`config.mk`:
```
export PLATFORM = sky130hd
export DESIGN_NAME = gray_counter_ctrl_flat
export DESIGN_NICKNAME = d
export VERILOG_FILES = /design/src/rtl/gray_counter_ctrl_if.sv /design/src/rtl/gray_counter_ctrl.sv /design/src/flat_wrapper.sv
export SDC_FILE = /design/constraint.sdc
export NUM_CORES = 1
export LEC_CHECK = 0
export BUFFER_PORTS_ARGS = -buffer_cell sky130_fd_sc_hd__clkbuf_2
export CAP_MARGIN = 15
export CORE_MARGIN = 5
export CORE_UTILIZATION = 51
export CTS_CLUSTER_SIZE = 8
export DETAILED_ROUTE_END_ITERATION = 10
export MAX_ROUTING_LAYER = met4
export PLACE_DENSITY_LB_ADDON = 0.05
export SLEW_MARGIN = 20
export SYNTH_ARGS = -nofsm -noshare
export SYNTH_HDL_FRONTEND = slang
export SYNTH_SLANG_ARGS = --single-unit
```
`constraint.sdc`:
```
create_clock -name clk -period 2.1 [get_ports clk]
set_input_delay 0.21 -clock clk [delete_from_list [all_inputs] [get_ports clk]]
set_output_delay 0.21 -clock clk [all_outputs]
set_load 0.005 [all_outputs]
```
`src/rtl/gray_counter_ctrl_if.sv`:
```
`default_nettype none
// ============================================================================
//  Module      : gray_counter_ctrl_if
//  Description : Control/status and counter-pin bundle for gray_counter_ctrl.
//                The slave side is the sequencer. The master side is whatever
//                drives the control inputs and hosts the Gray counter.
//  Revision    : 1.0  initial release
// ============================================================================
interface gray_counter_ctrl_if #(
    parameter int N      = 4,
    parameter int WRAP_W = 8
);
    // control side
    logic              start;
    logic              stop;
    logic              cont;
    logic [N-1:0]      start_value;
    logic [N-1:0]      end_value;
    logic              busy;
    logic              done;
    logic [WRAP_W-1:0] wraps;
    logic              err;
    // counter side
    logic              cnt_load;
    logic [N-1:0]      cnt_load_value;
    logic              cnt_enable;
    logic [N-1:0]      cnt_q;

    modport master (
        output start, stop, cont, start_value, end_value, cnt_q,
        input  busy, done, wraps, err, cnt_load, cnt_load_value, cnt_enable
    );

    modport slave (
        input  start, stop, cont, start_value, end_value, cnt_q,
        output busy, done, wraps, err, cnt_load, cnt_load_value, cnt_enable
    );
endinterface
`default_nettype wire

```
`src/rtl/gray_counter_ctrl.sv`:
```
`default_nettype none
// ============================================================================
//  Module      : gray_counter_ctrl
//  Description : Sequencer for a Gray counter. It loads a start code and
//                counts up to an end code, then stops or reloads. It also
//                flags any counter step that changes more than one bit.
//  Revision    : 1.0  initial release
// ============================================================================
module gray_counter_ctrl #(
    parameter int N      = 4,
    parameter int WRAP_W = 8
) (
    input  wire logic          clk,
    input  wire logic          rst_n,
    gray_counter_ctrl_if.slave bus
);

    typedef enum logic [1:0] {
        ST_IDLE = 2'd0,
        ST_LOAD = 2'd1,
        ST_RUN  = 2'd2,
        ST_DONE = 2'd3
    } state_t;

    state_t            r_state;
    state_t            w_state_nxt;

    logic [N-1:0]      r_sg;          // Gray start code
    logic [N-1:0]      r_eg;          // Gray end code
    logic [N-1:0]      r_q_prev;      // counter output from the previous cycle
    logic              r_cont;
    logic              r_after_load;  // previous cycle was LOAD
    logic              r_err;
    logic [WRAP_W-1:0] r_wraps;

    logic              w_match;
    logic              w_accept;
    logic              w_wrap;
    logic              w_multi_bit;
    logic [N-1:0]      w_diff;
    logic              w_load;
    logic              w_enable;
    logic              w_busy;
    logic              w_done;

    assign w_match  = (bus.cnt_q == r_eg);
    assign w_accept = (r_state == ST_IDLE) && bus.start && !bus.stop;
    assign w_wrap   = (r_state == ST_RUN) && w_match && r_cont && !bus.stop;

    // Clearing the lowest set bit leaves a nonzero value only if two or more
    // bits differ.
    assign w_diff      = bus.cnt_q ^ r_q_prev;
    assign w_multi_bit = ((w_diff & (w_diff - N'(1))) != '0);

    // State register
    always_ff @(posedge clk or negedge rst_n) begin
        if (!rst_n) begin
            r_state <= ST_IDLE;
        end else begin
            r_state <= w_state_nxt;
        end
    end

    // Next-state and output decode. A stop overrides every other event in the
    // same cycle.
    always_comb begin
        w_state_nxt = r_state;
        w_load      = 1'b0;
        w_enable    = 1'b0;
        w_busy      = 1'b0;
        w_done      = 1'b0;
        case (r_state)
            ST_IDLE: begin
                if (bus.start) begin
                    w_state_nxt = ST_LOAD;
                end
            end
            ST_LOAD: begin
                w_load      = 1'b1;
                w_busy      = 1'b1;
                w_state_nxt = ST_RUN;
            end
            ST_RUN: begin
                w_busy   = 1'b1;
                w_enable = !w_match;      // stop on the match, no overshoot
                if (w_match) begin
                    w_state_nxt = r_cont ? ST_LOAD : ST_DONE;
                end
            end
            ST_DONE: begin
                w_done      = 1'b1;
                w_state_nxt = ST_IDLE;
            end
            default: begin
                w_state_nxt = ST_IDLE;
            end
        endcase
        if (bus.stop) begin
            w_state_nxt = ST_IDLE;
            w_load      = 1'b0;
            w_enable    = 1'b0;
            w_done      = 1'b0;
        end
    end

    // Sequence registers: latched codes, wrap count, transition monitor
    always_ff @(posedge clk or negedge rst_n) begin
        if (!rst_n) begin
            r_sg         <= '0;
            r_eg         <= '0;
            r_q_prev     <= '0;
            r_cont       <= 1'b0;
            r_after_load <= 1'b0;
            r_err        <= 1'b0;
            r_wraps      <= '0;
        end else begin
            r_q_prev     <= bus.cnt_q;
            r_after_load <= (r_state == ST_LOAD);
            if (w_accept) begin
                r_sg    <= bus.start_value ^ (bus.start_value >> 1);
                r_eg    <= bus.end_value ^ (bus.end_value >> 1);
                r_cont  <= bus.cont;
                r_wraps <= '0;
                r_err   <= 1'b0;
            end else begin
                if (w_wrap && (r_wraps != '1)) begin
                    r_wraps <= r_wraps + WRAP_W'(1);
                end
                // The first RUN cycle follows a load jump, so it is not a
                // counting step and is skipped.
                if ((r_state == ST_RUN) && !r_after_load && w_multi_bit && !bus.stop) begin
                    r_err <= 1'b1;
                end
            end
        end
    end

    assign bus.cnt_load       = w_load;
    assign bus.cnt_load_value = r_sg;
    assign bus.cnt_enable     = w_enable;
    assign bus.busy           = w_busy;
    assign bus.done           = w_done;
    assign bus.wraps          = r_wraps;
    assign bus.err            = r_err;

endmodule
`default_nettype wire

```
`src/flat_wrapper.sv`:
```
// flat-port wrapper written by rule: the top's interface ports become plain ports
module gray_counter_ctrl_flat 
#(
    parameter int N      = 4,
    parameter int WRAP_W = 8
)
  (clk, rst_n, bus_start, bus_stop, bus_cont, bus_start_value, bus_end_value, bus_cnt_q, bus_busy, bus_done, bus_wraps, bus_err, bus_cnt_load, bus_cnt_load_value, bus_cnt_enable);
  gray_counter_ctrl_if #(.N(N), .WRAP_W(WRAP_W)) bus_i ();
  input  wire logic clk;
  input  wire logic rst_n;
  input wire logic [$bits(bus_i.start)-1:0] bus_start;
  input wire logic [$bits(bus_i.stop)-1:0] bus_stop;
  input wire logic [$bits(bus_i.cont)-1:0] bus_cont;
  input wire logic [$bits(bus_i.start_value)-1:0] bus_start_value;
  input wire logic [$bits(bus_i.end_value)-1:0] bus_end_value;
  input wire logic [$bits(bus_i.cnt_q)-1:0] bus_cnt_q;
  output wire logic [$bits(bus_i.busy)-1:0] bus_busy;
  output wire logic [$bits(bus_i.done)-1:0] bus_done;
  output wire logic [$bits(bus_i.wraps)-1:0] bus_wraps;
  output wire logic [$bits(bus_i.err)-1:0] bus_err;
  output wire logic [$bits(bus_i.cnt_load)-1:0] bus_cnt_load;
  output wire logic [$bits(bus_i.cnt_load_value)-1:0] bus_cnt_load_value;
  output wire logic [$bits(bus_i.cnt_enable)-1:0] bus_cnt_enable;
  assign bus_i.start = bus_start;
  assign bus_i.stop = bus_stop;
  assign bus_i.cont = bus_cont;
  assign bus_i.start_value = bus_start_value;
  assign bus_i.end_value = bus_end_value;
  assign bus_i.cnt_q = bus_cnt_q;
  assign bus_busy = bus_i.busy;
  assign bus_done = bus_i.done;
  assign bus_wraps = bus_i.wraps;
  assign bus_err = bus_i.err;
  assign bus_cnt_load = bus_i.cnt_load;
  assign bus_cnt_load_value = bus_i.cnt_load_value;
  assign bus_cnt_enable = bus_i.cnt_enable;
  gray_counter_ctrl #(.N(N), .WRAP_W(WRAP_W)) u_core (.clk(clk), .rst_n(rst_n), .bus(bus_i));
endmodule
```
==> metrics.md, run 1 <==
| Metric | Value |
|---|---|
| Antenna cells | `0` |
| First-pass GRT wire length | `about 4300 µm` |
| Synthesized area per cell | `roughly 10 µm²` |
| Max-slew violations | `0` |
| Min Clock Period, post-route | `approximately 2 ns` |
| Final Cycle Share | `0.9399` |
| Crit path arrival time | `about 2.2 ns` |
| HP Class | `input port to register` |
| WL final | `~2500 µm` |
| Number of clock sinks | `25` |
| Critical path capture point type | `register` |
| Setup violators final | `0` |
| DRC errors left | `0` |
| GP Congestion | `~0.72` |
| Vias in the first global route | `between 1000 and 1500` |
| CTS tree | `done` |
| Power Density | `between 900 and 1000 nW/µm²` |
| PostCTS Resize Cnt | `0` |
| CP Launch Type | `register` |
| Layout cells sized above 1 | `0.2822` |
| Dpl hpwl | `1964 µm` |
| Mapped Cells | `roughly 130` |
| Hold Vio Cnt, Final | `0` |
| Cells after DPL | `~190` |
| Via Count | `1029` |
| H-tree lvl count | `1` |
| Max FO, Critical Path | `5` |
| Worst-Skew Late Latency | `about 0.32 ns` |
| Top-area cell type share of the netlist area | `0.4826` |
| Dominant cells by area after synthesis | `dfrtp_1 48%, xnor2_1 9.5%, nand2_1 6.1%` |
| Synth area leader | `dfrtp_1` |
| Post-route cell area | `~1500 µm²` |
| TNS Setup | `0 ns` |
| Starting Density | `0.5280` |
| Initial drt markers | `34` |
| Port Buf Inserts | `33` |
| Initial antenna violation count | `0` |
| Die height | `about 60 µm` |
| CTS Buffer Depth | `2` |
| Layout Cells excl Fill | `a little under 200` |
| Rows | `18` |
| Area grow syn2layout | `19.02%` |
| VDD IR max | `roughly 0.63 mV` |
| Clk root buf | `clkbuf_4` |
| Total GRT Usage | `0.1648` |
| Largest net degree at the start of global routing | `26` |
| Unrepaired setup endpoints after global routing | `false` |
| Slew margin rel. | `0.6011` |
| Worst setup margin | `roughly 0.13 ns` |
| Io pins | `34` |
| CP Class | `register to register` |
| Sequential share of the synthesized area | `0.4826` |
| Area after DPL | `between 1500 and 2000 µm²` |
| Routed len/inst | `13.16 µm` |
| Core area | `about 2500 µm²` |
| DR pass1 iterations | `4` |
| YS warnings | `0` |
| Worst Path Required | `between 2 and 2.5 ns` |
| Fin nets | `186` |
| Die W | `between 60 and 70 µm` |
| Die ar. | `~3600 µm²` |
| Total grt overflow | `0` |
| Syn nets | `147` |
| Via-per-instance ratio | `5.332` |
| Clock Pin Slew Worst Setup and Hold Paths | `0.13 ns` |
| Fmax | `a little over 0.5 GHz` |
| DRT antenna net count | `0` |
| Total power | `roughly 1.4 mW` |
| Setup Skew | `between 0.005 and 0.006 ns` |
| Unique cell type count in the Yosys netlist | `29` |
| Register bit total from synthesis | `25` |
| Max_cap viols | `0` |
| Synth Cell Area | `1296 µm²` |
| Total leakage power | `about 0.74 nW` |
| Worst-Margin Slew | `about 0.60 ns` |
| Worst slack, placed | `approximately 0.17 ns` |
| Run status | `complete, no violations` |
| CTS buffer count | `3` |
[worst max-delay path, cell delays in order (launching register included)]
cell and delay [ns]:
dfrtp_1 0.45, inv_1 0.10, ha_1 0.17, nor2b_1 0.30
nand2_1 0.18, nor4_4 0.35, a21oi_1 0.13, a31o_1 0.20
[cell type report]
class | instances | area [µm²]
Tap cell | 30 | 37.54
Clock buffer | 4 | 26.28
Fill cell | 232 | 912.1
Inverter | 4 | 15.01
Timing Repair Buffer | 36 | 190.2
Sequential cell | 25 | 625.6
Multi-Input combinational cell | 94 | 648.1
[per-layer routing]
layer,part of all wire,track usage,routed length [µm]
met2,0.49,0.2809,1252
met1,0.43,0.1929,1098
met3,0.059,0.02979,151
met4,0.015,0.06502,38
met5,0,-,0
[timing repair]
action | CTS | global route
hold buffers | 1 | 0
setup buffers | 0 | 0
endpoints found under the hold margin | 25 | 0
[state kept, by name, indices dropped and copies added, names as in the netlist]
signal and cells:
u_core.bus.wraps 8, u_core.bus.cnt_load_value 4, u_core.r_eg 4, u_core.r_q_prev 4, u_core.r_state 2, u_core.bus.err 1
u_core.r_after_load 1, u_core.r_cont 1
[layout by cell type, fill, tap and decap left out, types with 2 or more instances in the layout]
cell	n
nand3_1	3
nand4_1	2
nand2_1	21
o211ai_1	2
buf_4	2
mux2i_1	2
nand2b_1	2
clkbuf_4	3
nor2_1	11
inv_1	4
ha_1	5
a21oi_1	2
dfrtp_1	25
o21ai_0	8
xnor2_1	14
xnor2_2	4
clkbuf_2	33
nor3_1	2
nor2b_1	4
[stage by stage]
step           hold WS [ns]  utilization
3_3_place_gp         0.2516       0.6137
2_1_floorplan      -0.08559            -
4_1_cts             0.04229       0.6284
5_1_grt             0.02868       0.6284
3_5_place_dp         0.2478       0.6137
6_report            0.04700       0.6284
[final timing paths]
path / start / to / slack (ns) / cells past startpoint
min in group asynchronous: rst_n / u_core.bus.cnt_load_value[3] / 0.42 / 2
max in group asynchronous: rst_n / u_core.r_eg[0] / 1.29 / 2
max: u_core.r_state[0] / u_core.bus.wraps[7] / 0.13 / 7
min: bus_cnt_q[3] / u_core.r_q_prev[3] / 0.05 / 1
min reg2reg: u_core.bus.cnt_load_value[0] / u_core.bus.cnt_load_value[0] / 0.50 / 2
max reg2reg: u_core.r_state[0] / u_core.bus.wraps[7] / 0.13 / 7
[cells in the mapped netlist]
library cell and number:
and3_1 1, nand2_1 21, nor2b_1 4, a31oi_1 1, ha_1 5, o21ai_0 8
o211ai_1 2, and2_1 1, nand2b_1 2, and2_2 1, nor2_1 11, nand3_1 3
mux2i_1 2, nor4_4 1, nand4_4 1, dfrtp_1 25, inv_1 4, nand4_1 2
a31o_1 1, nor4_1 1, a22oi_1 1, xnor2_2 4, clkbuf_1 2, a32o_1 1
o22a_1 1, xnor2_1 14, a21oi_1 2, or3_2 1, nor3_1 2
[cell families after synthesis]
kind of cell,after synthesis,synth area share
compound gates,17,0.08205
xor+xnor,18,0.1448
fa+ha+maj,5,0.04826
buf+inv,6,0.01737
flops,25,0.4826
mux,2,0.01544
simple gates,52,0.2095
[where the power goes]
part           total (mW)  internal (mW)  switching (mW)
logic               0.477          0.235           0.242
registers           0.704          0.602           0.101
clock network       0.218         0.0745           0.144
No activity file was read; power rests on OpenSTA's default activity.
==> inputs of run 2 (changes only) <==
CORE_UTILIZATION = 35   (was 51)
==> run 2 against run 1 <==
Sequential cell count is the same. Power grew 5.7%. Largest power group unchanged. Via count shrank 3.1%. Worst setup slack gained 0.15 ns. Clock power grew 33%. Non-clock buffer count is the same. Highest routed layer unchanged. Hold slack gained 0.062 ns. Clock skew shrank 0.0025 ns. Critical path type unchanged.
==> metrics.md, run 2 (synthesized netlist as in run 1, its figures left out) <==
| Metric | Value |
|---|---|
| Run status | `complete, no violations` |
| Clock Pin Slew Worst Setup and Hold Paths | `0.09 ns (-0.04 ns)` |
| GP Congestion | `0.8232 (+15%)` |
| Max FO, Critical Path | `5 (unchanged)` |
| Power Density | `932.1 nW/µm² (+2.7%)` |
| Area grow syn2layout | `22.49%` |
| Worst-Skew Late Latency | `0.27 ns (-0.05 ns)` |
| Setup violators final | `0 (unchanged)` |
| H-tree lvl count | `1 (unchanged)` |
| Fin nets | `186 (unchanged)` |
| Largest net degree at the start of global routing | `26 (unchanged)` |
| Max_cap viols | `0 (unchanged)` |
| Rows | `22 (+4)` |
| Total grt overflow | `0 (unchanged)` |
| Max-slew violations | `0 (unchanged)` |
| Unrepaired setup endpoints after global routing | `false` |
| Routed len/inst | `12.73 µm (-3.3%)` |
| CTS tree | `done` |
| VDD IR max | `0.3343 mV (-47%)` |
| WL final | `2685 µm (+5.8%)` |
| HP Class | `input port to register` |
| CTS buffer count | `3 (unchanged)` |
| Fmax | `0.5493 GHz (+8.4%)` |
| Initial antenna violation count | `0 (unchanged)` |
| Vias in the first global route | `1027 (+0.69%)` |
| Worst setup margin | `0.2794 ns (+0.1531 ns)` |
| Met3 Wirelength | `126 µm (-17%)` |
| Crit path arrival time | `1.99 ns (-0.21 ns)` |
| Starting Density | `0.3567 (-0.1713)` |
| Core area | `3633 µm² (+48%)` |
| DR WL met2 | `1272 µm (+1.6%)` |
| Slew margin rel. | `0.5858 (-0.01526)` |
| Layout cells sized above 1 | `0.2945 (+0.01227)` |
| First-pass GRT wire length | `4816 µm (+11%)` |
| Total leakage power | `0.7548 nW (+1.4%)` |
| Layout Cells excl Fill | `211 (+9.3%)` |
| Initial drt markers | `42 (+24%)` |
| Number of clock sinks | `25 (unchanged)` |
| Antenna cells | `0 (unchanged)` |
| DR pass1 iterations | `4 (unchanged)` |
| Total power | `1.480 mW (+5.7%)` |
| Min Clock Period, post-route | `1.821 ns (-0.1531 ns)` |
| Die W | `70.86 µm (+17%)` |
| Setup Skew | `0.002951 ns (-0.002472 ns)` |
| Io pins | `34 (unchanged)` |
| Cells after DPL | `206 (+9.6%)` |
| Worst r2r path cells | `7 (unchanged)` |
| Worst slack, placed | `0.1904 ns (+0.01626 ns)` |
| Clk root buf | `clkbuf_8` |
| Commonest non-fill, non-tap cell in the layout | `clkbuf_2` |
| Dpl hpwl | `2059 µm (+4.8%)` |
| Final Cycle Share | `0.8670 (-0.07290)` |
| Post-CTS setup buffers | `0 (unchanged)` |
| DRT antenna net count | `0 (unchanged)` |
| Most frequent cells in the layout | `33 x clkbuf_2, 25 x dfrtp_1, 21 x nand2_1` |
| Post-route cell area | `1588 µm² (+2.9%)` |
| TNS Setup | `0 ns (unchanged)` |
| Die height | `70.86 µm (+17%)` |
| Max reg flops | `8 (unchanged)` |
| Worst-Margin Slew | `0.6213 ns (+0.02289 ns)` |
| Critical path capture point type | `register` |
| Hold Vio Cnt, Final | `0 (unchanged)` |
| CP Launch Type | `register` |
| Port Buf Inserts | `33 (unchanged)` |
| Hold Crit Depth | `1 (unchanged)` |
| DRC errors left | `0 (unchanged)` |
| WL met1 | `1230 µm (+12%)` |
| Area after DPL | `1529 µm² (+1.5%)` |
| Total GRT Usage | `0.1246 (-0.04021)` |
| Via Count | `997 (-3.1%)` |
| DR top layer | `met4` |
| Die ar. | `5020 µm² (+38%)` |
| CTS Buffer Depth | `2 (unchanged)` |
| CP Class | `register to register` |
| Via-per-instance ratio | `4.725 (-11%)` |
| Worst Path Required | `2.27 ns (-0.06 ns)` |
==> run 2: changes by cell type in the layout (fill, tap and decap cells not counted), sizes merged <==
cell / delta
clkbuf: -1
clkinv: +1
==> run 2: per-stage QoR <==
step,hold slack (ns),util
6_report,0.1090,0.4370
2_1_floorplan,-0.08559,-
3_5_place_dp,0.2693,0.4208
5_1_grt,0.09815,0.4370
4_1_cts,0.1012,0.4363
3_3_place_gp,0.2693,0.4208
==> run 2: final cells by class <==
| cell class | instances | area (µm²) |
|---|---|---|
| flip-flops and latches | 25 | 625.6 |
| multi-input cells | 94 | 650.6 |
| inverters | 4 | 15.01 |
| repair buffers | 36 | 190.2 |
| fillers | 400 | 2046 |
| well taps | 48 | 60.06 |
| clock inverters | 1 | 5.005 |
| clock buffers | 3 | 41.29 |
==> run 2: what timing repair did <==
item / in CTS / in global routing
gates resized for setup: 0 / 1
endpoints found under the hold margin: 25 / 0
setup endpoints to repair: 0 / 2
hold buffers: 1 / 0
==> run 2: worst max-delay path, stage by stage (launching register included) <==
cell     delay (ns)
dfrtp_1        0.44
inv_1          0.10
ha_1           0.16
nor2b_2        0.23
nand2_1        0.15
nor4_4         0.33
a21oi_1        0.11
a31o_1         0.20
==> run 2: path summary, 6_finish.rpt <==
kind / start / end / slack (ns)
worst max-delay path: u_core.r_state[0] / u_core.bus.wraps[7] / 0.28
min in group asynchronous: rst_n / u_core.bus.wraps[2] / 0.48
worst min register to register: u_core.bus.cnt_load_value[1] / u_core.bus.cnt_load_value[1] / 0.49
max in group asynchronous: rst_n / u_core.bus.cnt_load_value[3] / 1.22
worst min-delay path: bus_cnt_q[0] / u_core.r_q_prev[0] / 0.11
worst max register to register: u_core.r_state[0] / u_core.bus.wraps[7] / 0.28
==> run 2: layer usage <==
metal | track usage | vias up
met2 | 0.1957 | 24
met1 | 0.1551 | 472
li1 | - | 496
met4 | 0.05637 | 0
met5 | - | -
met3 | 0.02415 | 5
==> run 2: report_power, final <==
group	switching (mW)	internal, mW	total [mW]	leakage [nW]
sequential	0.102	0.603	0.705	0.323
clock	0.156	0.133	0.289	0.0255
combinational	0.249	0.237	0.486	0.407
total	0.507	0.973	1.48	0.755
==> inputs of run 3 (changes only) <==
BUFFER_PORTS_ARGS = -buffer_cell sky130_fd_sc_hd__buf_4   (was -buffer_cell sky130_fd_sc_hd__clkbuf_2)
==> run 3 against run 2 <==
Clock-buffer cell count is the same. Combinational power up 7.8%. Cell count is the same. Non-clock buffer count did not move. Via count decreased by 4.0%. First-iteration DRC count grew 2.4%. Final area rose by 5.0%.
==> metrics.md, run 3 (synthesized netlist as in run 1, its figures left out) <==
| Metric | Value |
|---|---|
| Port Buf Inserts | `33 (unchanged)` |
| Routed len/inst | `12.69 µm (-0.26%)` |
| TNS Setup | `0 ns (unchanged)` |
| Die height | `70.86 µm (unchanged)` |
| Hold Path Origin | `bus_cnt_q[3]` |
| RR Endpoint | `u_core.bus.wraps[7]` |
| Worst r2r path cells | `7 (unchanged)` |
| H-tree lvl count | `1 (unchanged)` |
| Max_cap viols | `0 (unchanged)` |
| Critical path capture point type | `register` |
| Worst slack, placed | `0.2162 ns (+0.02575 ns)` |
| Setup violators final | `0 (unchanged)` |
| DR pass1 iterations | `2 (-2)` |
| Total grt overflow | `0 (unchanged)` |
| Total leakage power | `0.7782 nW (+3.1%)` |
| Post-CTS setup buffers | `0 (unchanged)` |
| Min Clock Period, post-route | `1.913 ns (+0.09193 ns)` |
| Hold Crit Depth | `1 (unchanged)` |
| CP Class | `register to register` |
| Initial antenna violation count | `0 (unchanged)` |
| CTS tree | `done` |
| Fmax | `0.5229 GHz (-4.8%)` |
| Layout fillers | `379 (-5.3%)` |
| DRT antenna net count | `0 (unchanged)` |
| Total GRT Usage | `0.1150 (-0.009586)` |
| HP Class | `input port to register` |
| DRC errors left | `0 (unchanged)` |
| Commonest non-fill, non-tap cell in the layout | `buf_4` |
| Most frequent cells in the layout | `35 x buf_4, 25 x dfrtp_1, 21 x nand2_1` |
| Die W | `70.86 µm (unchanged)` |
| VDD IR max | `0.3405 mV (+1.9%)` |
| Vias in the first global route | `967 (-5.8%)` |
| Hold EP | `u_core.r_q_prev[3]` |
| GP Congestion | `0.8423 (+2.3%)` |
| Unrepaired setup endpoints after global routing | `false` |
| Max FO, Critical Path | `5 (unchanged)` |
| Area grow syn2layout | `28.67%` |
| Clock Pin Slew Worst Setup and Hold Paths | `0.09 ns (about the same)` |
| Io pins | `34 (unchanged)` |
| Starting Density | `0.3567 (unchanged)` |
| Worst-Margin Slew | `0.3768 ns (-0.2445 ns)` |
| Run status | `complete, no violations` |
| Hold Vio Cnt, Final | `0 (unchanged)` |
| Worst setup margin | `0.1875 ns (-0.09193 ns)` |
| Power Density | `908.6 nW/µm² (-2.5%)` |
| Initial drt markers | `43 (+2.4%)` |
| CP Launch Type | `register` |
| Clk root buf | `clkbuf_8` |
| Largest net degree at the start of global routing | `26 (unchanged)` |
| First-pass GRT wire length | `4471 µm (-7.2%)` |
| Max reg flops | `8 (unchanged)` |
| Setup Skew | `0.003034 ns (+0.00008377 ns)` |
| Slew margin rel. | `0.7468 (+0.1610)` |
| Antenna cells | `0 (unchanged)` |
| Number of clock sinks | `25 (unchanged)` |
| Worst-Skew Late Latency | `0.27 ns (about the same)` |
| Via-per-instance ratio | `4.536 (-4.0%)` |
| CTS Buffer Depth | `2 (unchanged)` |
| Die ar. | `5020 µm² (unchanged)` |
| Rows | `22 (unchanged)` |
| Worst Path Required | `2.26 ns (about the same)` |
| Via Count | `957 (-4.0%)` |
| Layout cells sized above 1 | `0.2883 (-0.006135)` |
| WL final | `2678 µm (-0.26%)` |
| Crit path arrival time | `2.08 ns (+0.09 ns)` |
| Post-CTS Hold Buffers | `1 (unchanged)` |
| Final Cycle Share | `0.9107 (+0.04378)` |
| Reg2reg setup slack | `0.19 ns (-0.09 ns)` |
| PostCTS Resize Cnt | `0 (unchanged)` |
| Max-slew violations | `0 (unchanged)` |
| Dpl hpwl | `2023 µm (-1.7%)` |
| FF-to-FF Start | `u_core.r_state[0]` |
| Core area | `3633 µm² (unchanged)` |
| CTS buffer count | `3 (unchanged)` |
| Fin nets | `186 (unchanged)` |
run 3: cell count changes in the layout (fill, tap and decap cells not counted):
cell      previous run  this run
buf_4                2        35
nor2b_1              3         4
nor2b_2              1         0
clkbuf_2            33         0
run 3: worst max-delay path, cell delays in order, from the launching register on:
cell and delay (ns):
dfrtp_1 0.44, inv_1 0.10, ha_1 0.16, nor2b_1 0.29, nand2_1 0.18, nor4_4 0.33, a21oi_1 0.11, a31o_1 0.20
run 3: final cells by class:
| cell class | instances | area, µm² | share of cell area |
|---|---|---|---|
| clock buffer | 3 | 41.29 | 0.02476 |
| clock inverter | 1 | 5.005 | 0.003001 |
| inverter | 4 | 15.01 | 0.009002 |
| multi-input combinational | 94 | 648.1 | 0.3886 |
| sequential | 25 | 625.6 | 0.3751 |
| tap | 48 | 60.06 | 0.03601 |
| timing repair buffer | 36 | 272.8 | 0.1635 |
run 3: worst max-delay path by stage:
stage,from,endpoint,cells past startpoint
floorplan,u_core.r_state[0],u_core.bus.wraps[7],7
global placement,u_core.r_state[0],u_core.bus.wraps[7],7
detailed placement,u_core.r_state[0],u_core.bus.wraps[7],7
CTS,u_core.r_state[0],u_core.bus.wraps[7],7
global route,u_core.r_state[0],u_core.bus.wraps[1],7
finish,u_core.r_state[0],u_core.bus.wraps[7],7
run 3: where the power goes:
part	total, mW	switching [mW]	internal, mW	leakage, nW
Combinational	0.524	0.243	0.281	0.430
Clock	0.288	0.156	0.133	0.0255
Sequential	0.703	0.100	0.603	0.323
run 3: metal layers:
| metal | vias up | track usage | share of wire |
|---|---|---|---|
| met4 | 0 | 0.04384 | 0.0082 |
| met5 | - | - | 0 |
| li1 | 494 | - | - |
| met3 | 2 | 0.02699 | 0.048 |
| met2 | 21 | 0.1813 | 0.48 |
| met1 | 440 | 0.1431 | 0.46 |
run 3: stage by stage:
| step | std cells | hold WS [ns] | total power [mW] | utilization | area (µm²) |
|---|---|---|---|---|---|
| final | 211 | 0.08226 | 1.515 | 0.4590 | 1668 |
| after global routing | 211 | 0.07291 | 1.640 | 0.4590 | 1668 |
| after CTS | 211 | 0.07625 | 1.545 | 0.4590 | 1668 |
| after detailed placement | 206 | 0.1458 | 1.249 | 0.4435 | 1612 |
| after global placement | 206 | 0.1414 | 1.237 | 0.4435 | 1612 |
| after floorplan | 125 | -0.08559 | 1.017 | - | 1296 |
